### src/rtl/apsr_carry_unit_pkg.sv
// Shared ALU definitions: carry-in selects, NZCV flag indices, chain FSM encodings.
package alu_defs;

    localparam logic [1:0] SC_0     = 2'd0;
    localparam logic [1:0] SC_1     = 2'd1;
    localparam logic [1:0] SC_APSR  = 2'd2;
    localparam logic [1:0] SC_CHAIN = 2'd3;

    localparam int F_N = 3;
    localparam int F_Z = 2;
    localparam int F_C = 1;
    localparam int F_V = 0;

    localparam logic [1:0] ST_IDLE = 2'd0;
    localparam logic [1:0] ST_RUN  = 2'd1;
    localparam logic [1:0] ST_DONE = 2'd2;

    typedef struct packed {
        logic n;
        logic z;
        logic c;
        logic v;
    } nzcv_t;

endpackage

### src/rtl/apsr_carry_unit_chain.sv
// Carry-chain FSM: sequences multi-word ADC/SBC steps, carrying C and Z between words.
module carry_chain_fsm
    import alu_defs::*;
#(
    parameter int CHAIN_MAX = 4,
    parameter int CNT_W     = $clog2(CHAIN_MAX + 1)
) (
    input  logic             clk,
    input  logic             rst,
    input  logic             chain_start,
    input  logic [CNT_W-1:0] chain_len,
    input  logic             step_valid,
    input  logic             res_zero,
    input  logic             alu_cout,
    input  logic             apsr_c,
    output logic             chain_c,
    output logic             busy,
    output logic             done,
    output logic             idle,
    output logic             last_step,
    output logic             z_word
);

    logic [1:0]       state;
    logic [CNT_W-1:0] cnt;
    logic             z_acc;
    logic [CNT_W-1:0] len_sat;

    // Oversized requests are clamped rather than rejected.
    assign len_sat = (chain_len > CNT_W'(CHAIN_MAX)) ? CNT_W'(CHAIN_MAX) : chain_len;

    assign busy      = (state == ST_RUN);
    assign done      = (state == ST_DONE);
    assign idle      = (state == ST_IDLE);
    assign last_step = busy & step_valid & (cnt == CNT_W'(1));
    assign z_word    = z_acc & res_zero;

    always_ff @(posedge clk or posedge rst) begin
        if (rst) begin
            state   <= ST_IDLE;
            cnt     <= '0;
            chain_c <= 1'b0;
            z_acc   <= 1'b1;
        end else begin
            unique case (state)
                ST_IDLE: begin
                    if (chain_start && chain_len != '0) begin
                        state   <= ST_RUN;
                        cnt     <= len_sat;
                        chain_c <= apsr_c;
                        z_acc   <= 1'b1;
                    end
                end
                ST_RUN: begin
                    if (step_valid) begin
                        chain_c <= alu_cout;
                        z_acc   <= z_word;
                        cnt     <= cnt - CNT_W'(1);
                        if (cnt == CNT_W'(1)) begin
                            state <= ST_DONE;
                        end
                    end
                end
                ST_DONE: begin
                    state <= ST_IDLE;
                end
                default: begin
                    state <= ST_IDLE;
                end
            endcase
        end
    end

endmodule

### src/rtl/apsr_carry_unit.sv
// APSR NZCV register and ALU carry-in select, with optional multi-word carry chain.
// Optional feature macro: CARRY_CHAIN_EN (chain FSM present when defined).
module apsr_carry_unit
    import alu_defs::*;
#(
    parameter int DATA_W    = 32,
    parameter int CHAIN_MAX = 4,
    parameter int CNT_W     = $clog2(CHAIN_MAX + 1)
) (
    input  logic              clk,
    input  logic              rst,
    input  logic [1:0]        cin_sel,
    input  logic              chain_start,
    input  logic [CNT_W-1:0]  chain_len,
    input  logic              step_valid,
    input  logic              upd_flags,
    input  logic [DATA_W-1:0] alu_result,
    input  logic              alu_cout,
    input  logic              alu_vout,
    input  logic              msr_we,
    input  logic [3:0]        msr_nzcv,
    output logic              alu_cin,
    output logic [3:0]        apsr_nzcv,
    output logic              chain_busy,
    output logic              chain_done
);

    logic  res_zero;
    logic  chain_c;
    logic  fsm_idle;
    logic  last_step;
    logic  z_word;
    nzcv_t single_f;
    nzcv_t chain_f;

    assign res_zero = (alu_result == '0);

`ifdef CARRY_CHAIN_EN
    carry_chain_fsm #(
        .CHAIN_MAX (CHAIN_MAX),
        .CNT_W     (CNT_W)
    ) u_chain (
        .clk         (clk),
        .rst         (rst),
        .chain_start (chain_start),
        .chain_len   (chain_len),
        .step_valid  (step_valid),
        .res_zero    (res_zero),
        .alu_cout    (alu_cout),
        .apsr_c      (apsr_nzcv[F_C]),
        .chain_c     (chain_c),
        .busy        (chain_busy),
        .done        (chain_done),
        .idle        (fsm_idle),
        .last_step   (last_step),
        .z_word      (z_word)
    );
`else
    logic unused_chain;

    assign unused_chain = ^{chain_start, chain_len};
    assign chain_c      = apsr_nzcv[F_C];
    assign chain_busy   = 1'b0;
    assign chain_done   = 1'b0;
    assign fsm_idle     = 1'b1;
    assign last_step    = 1'b0;
    assign z_word       = 1'b0;
`endif

    always_comb begin
        alu_cin = 1'b0;
        unique case (cin_sel)
            SC_0:     alu_cin = 1'b0;
            SC_1:     alu_cin = 1'b1;
            SC_APSR:  alu_cin = apsr_nzcv[F_C];
            SC_CHAIN: alu_cin = chain_busy ? chain_c : apsr_nzcv[F_C];
            default:  alu_cin = 1'b0;
        endcase
    end

    assign single_f = '{n: alu_result[DATA_W-1], z: res_zero, c: alu_cout, v: alu_vout};
    assign chain_f  = '{n: alu_result[DATA_W-1], z: z_word, c: alu_cout, v: alu_vout};

    // MSR has priority over any same-cycle flag-setting step.
    always_ff @(posedge clk or posedge rst) begin
        if (rst) begin
            apsr_nzcv <= 4'b0000;
        end else if (msr_we) begin
            apsr_nzcv <= msr_nzcv;
        end else if (last_step && upd_flags) begin
            apsr_nzcv <= chain_f;
        end else if (fsm_idle && step_valid && upd_flags) begin
            apsr_nzcv <= single_f;
        end
    end

endmodule

### config.mk
export PLATFORM = sky130hd
export DESIGN_NAME = apsr_carry_unit
export DESIGN_NICKNAME = d
export VERILOG_FILES = /design/src/rtl/apsr_carry_unit_pkg.sv /design/src/rtl/apsr_carry_unit_chain.sv /design/src/rtl/apsr_carry_unit.sv
export SDC_FILE = /design/constraint.sdc
export NUM_CORES = 1
export LEC_CHECK = 0
export BUFFER_PORTS_ARGS = -buffer_cell sky130_fd_sc_hd__buf_2
export CELL_PAD_IN_SITES_DETAIL_PLACEMENT = 0
export CELL_PAD_IN_SITES_GLOBAL_PLACEMENT = 1
export CORE_ASPECT_RATIO = 1.2
export CORE_MARGIN = 5
export CORE_UTILIZATION = 15
export DETAILED_ROUTE_END_ITERATION = 7
export PLACE_DENSITY_LB_ADDON = 0.12
export SLEW_MARGIN = 20
export SYNTH_ARGS = -nofsm -noshare
export SYNTH_HDL_FRONTEND = slang
export SYNTH_HIERARCHICAL = 1
export SYNTH_SLANG_ARGS = --single-unit
### constraint.sdc
create_clock -name clk -period 0.9 [get_ports clk]
set_input_delay 0.18 -clock clk [delete_from_list [all_inputs] [get_ports clk]]
set_output_delay 0.18 -clock clk [all_outputs]
set_load 0.1 [all_outputs]
==> results.sh <==
export IMPL_die_h_um=60.72
export IMPL_ys_top_cells_by_area="dfrtp_1 (31%), nor4_1 (9.7%), mux2i_1 (9.3%), nand2_1 (7.0%), nor4_4 (6.6%)"
export IMPL_setup_viol=6
export IMPL_drc=0
export IMPL_hold_path_startpoint="msr_nzcv[2]"
export IMPL_top_register="apsr_nzcv"
export IMPL_cts_tree="yes"
export IMPL_clock_sinks=4
export IMPL_grt_pass1_vias=523
export IMPL_grt_antenna_before_repair=0
export IMPL_crit_fanout=2
export IMPL_r2r_start="apsr_nzcv[1]$_DFFE_PP0P_"
export IMPL_ant_nets=0
export IMPL_top_level_ports=56
export IMPL_fill_cells=231
export IMPL_die_area_um2=3174
export IMPL_drive_gt1_share_pct=77.17
export IMPL_synth_cell_types=16
export IMPL_required_ps=720
export IMPL_nets=143
export IMPL_hold_violations=0
export IMPL_fin_util_pct=41.39
export IMPL_routed_wl_um=1427
export IMPL_vias_per_cell=4.107
export IMPL_combPwrFrac_pct=54.4
export IMPL_ir_drop_uv=1127
export IMPL_grt_use_total_pct=8.431
export IMPL_synth_largest_area_cell="dfrtp_1"
export IMPL_insertion_delay_ps=230
export IMPL_status="complete, but fails checks"
export IMPL_area_growth_pct=163.8
export IMPL_power_leakage_nw=0.4080
export IMPL_path_class="reg2out"
export IMPL_htree_num_levels=1
export IMPL_fin_skew_ps=0
export IMPL_wire_per_inst_um=11.70
export IMPL_synth_avg_cell_area_um2=9.187
export IMPL_whs_ps=162.7
export IMPL_violations="negative setup slack"
export IMPL_crit_chain="mux2_4, buf_12"
export IMPL_gp_congestion=0.6682
export IMPL_drtIter0Drc=0
export IMPL_die_w_um=52.27
export IMPL_max_stage_delay_ps=460
export IMPL_netlist_area_um2=321.6
export IMPL_end_kind="output pin"
export IMPL_critPathBufInv=1
export IMPL_port_buffer_count=49
export IMPL_cts_root_buf="clkbuf_4"
export IMPL_switchingPower_mw=0.3870
export IMPL_start_kind="flip-flop"
export IMPL_setup_tns_final_ps=-1433
export IMPL_first_pass_iters=1
export IMPL_clockPowerShare_pct=22.6
export IMPL_switching_share_pct=39.46
export IMPL_largest_reg_flops=4
export IMPL_max_cap_violations=0
export IMPL_cp_top_family="flip-flops"
export IMPL_p_int_mw=0.5937
export IMPL_overflow=0
export IMPL_crit_slowest_cell="dfrtp_4"
export IMPL_core_um2=2049
export IMPL_top_regs="apsr_nzcv (4)"
export IMPL_drv_slew=0
export IMPL_grt_max_degree=9
export IMPL_cts_path_max_buffers=2
export IMPL_start_util_pct=15.69
export IMPL_path_clk_slew_ps=40
export IMPL_yosysTopAreaCellShare_pct=31.13
export IMPL_grt_first_pass_wirelength_um=2001
export IMPL_fin_ws_ps=-417.2
export IMPL_period_needed_ps=1317
export IMPL_ys_ff_latch=4
export IMPL_ys_seq_area_share_pct=31.13
export IMPL_core_rowCount=18
export IMPL_rsz0062_at_grt="true"
export IMPL_power_density_nw_per_um2=1156
export IMPL_via_count=501
export IMPL_seqPwrFrac_pct=23.0
export IMPL_dp_hpwl_um=1118
export IMPL_synthCells=35
export IMPL_hold_path_class="in2reg"
export IMPL_fin_crit_sh_pct=146.4
export IMPL_startpoint="apsr_nzcv[1]$_DFFE_PP0P_"
export IMPL_numCtsBuffers=3
export IMPL_crit_arrival_ps=1140
export IMPL_antenna_cells=0
export IMPL_max_freq_ghz=0.7592
export IMPL_yosys_warnings=6
per-stage QoR:
step	cells	cell area, um^2	setup WS [ps]	total power [mW]
2_1_floorplan	36	346.6	-324.3	0.4875
3_3_place_gp	116	705.7	-266.6	0.6935
3_5_place_dp	116	705.7	-271.1	0.6942
4_1_cts	122	783.3	-420.1	0.9582
5_1_grt	122	848.3	-457.4	1.051
6_report	122	848.3	-417.2	0.9806
power by group through the flow:
stage          clock network, mW  registers [mW]  logic [mW]
2_1_floorplan                  0           0.349       0.138
3_3_place_gp                   0           0.227       0.466
3_5_place_dp                   0           0.228       0.466
4_1_cts                    0.226           0.225       0.507
5_1_grt                    0.261           0.229       0.561
6_report                   0.222           0.226       0.533
path summary, 6_finish.rpt:
check	to	slack [ps]	cells past startpoint
worst max-delay path	alu_cin	-420	2
worst min-delay path	apsr_nzcv[2]$_DFFE_PP0P_	160	3
worst max register to register	apsr_nzcv[1]$_DFFE_PP0P_	-130	4
worst min register to register	apsr_nzcv[3]$_DFFE_PP0P_	630	2
max in group asynchronous	apsr_nzcv[2]$_DFFE_PP0P_	340	3
min in group asynchronous	apsr_nzcv[0]$_DFFE_PP0P_	370	3
worst register-to-register path, stage by stage, from the launching register on:
cell and delay, ps:
dfrtp_4 460, buf_4 140, buf_6 110, mux2i_1 130, o21ai_1 70
area by class of cell:
class | count | area [um^2] | area share, %
multi-input combinational | 28 | 242.7 | 28.61
sequential | 4 | 115.1 | 13.57
inverter | 1 | 3.754 | 0.4425
tap | 30 | 37.54 | 4.425
clock buffer | 3 | 22.52 | 2.655
timing repair buffer | 56 | 426.7 | 50.29
routing by layer:
metal	up-vias	global-route usage (%)	wire length, um
met3	0	5.160	233
li1	245	-	-
met5	-	0	0
met1	221	8.197	438
met4	0	2.190	0
met2	35	15.08	755
Yosys cell counts, drive strengths merged:
library cell,n
o221ai,1
and4,1
nor3,2
nand3,2
mux2i,3
conb,1
nand2,6
dfrtp,4
inv,1
buf,3
o21ai,3
nor4,7
mux2,1
kinds of logic (layout without fill, tap and decap cells):
group                  count (synthesis)  count (layout)  share of synthesized area (%)
and+or+nand+nor                       18              18                          36.19
AOI/OAI and AO/OA                      4               4                          9.336
muxes                                  4               4                          12.84
DFF                                    4               4                          31.13
buffers and inverters                  4              60                          9.336
other                                  1               2                          1.166
placed cells by master, fill, tap and decap left out, drive strengths merged:
master | netlist | routed
and4 | 1 | 1
nor3 | 2 | 2
mux2i | 3 | 3
inv | 1 | 1
nand2 | 6 | 6
nand3 | 2 | 2
clkbuf | 0 | 3
dfrtp | 4 | 4
buf | 3 | 55
mux2 | 1 | 1
o221ai | 1 | 1
o21ai | 3 | 3
dlygate4sd3 | 0 | 1
conb | 1 | 2
nor4 | 7 | 7
what timing repair did:
action	CTS	global route
gates resized for setup	7	11
setup buffers	2	1
pin swaps	2	6
endpoints found under the hold margin	4	0
cloned	0	0
hold buffers	1	0
endpoints found under the setup margin	7	7
Note: power is estimated with default switching activity, not from simulation.
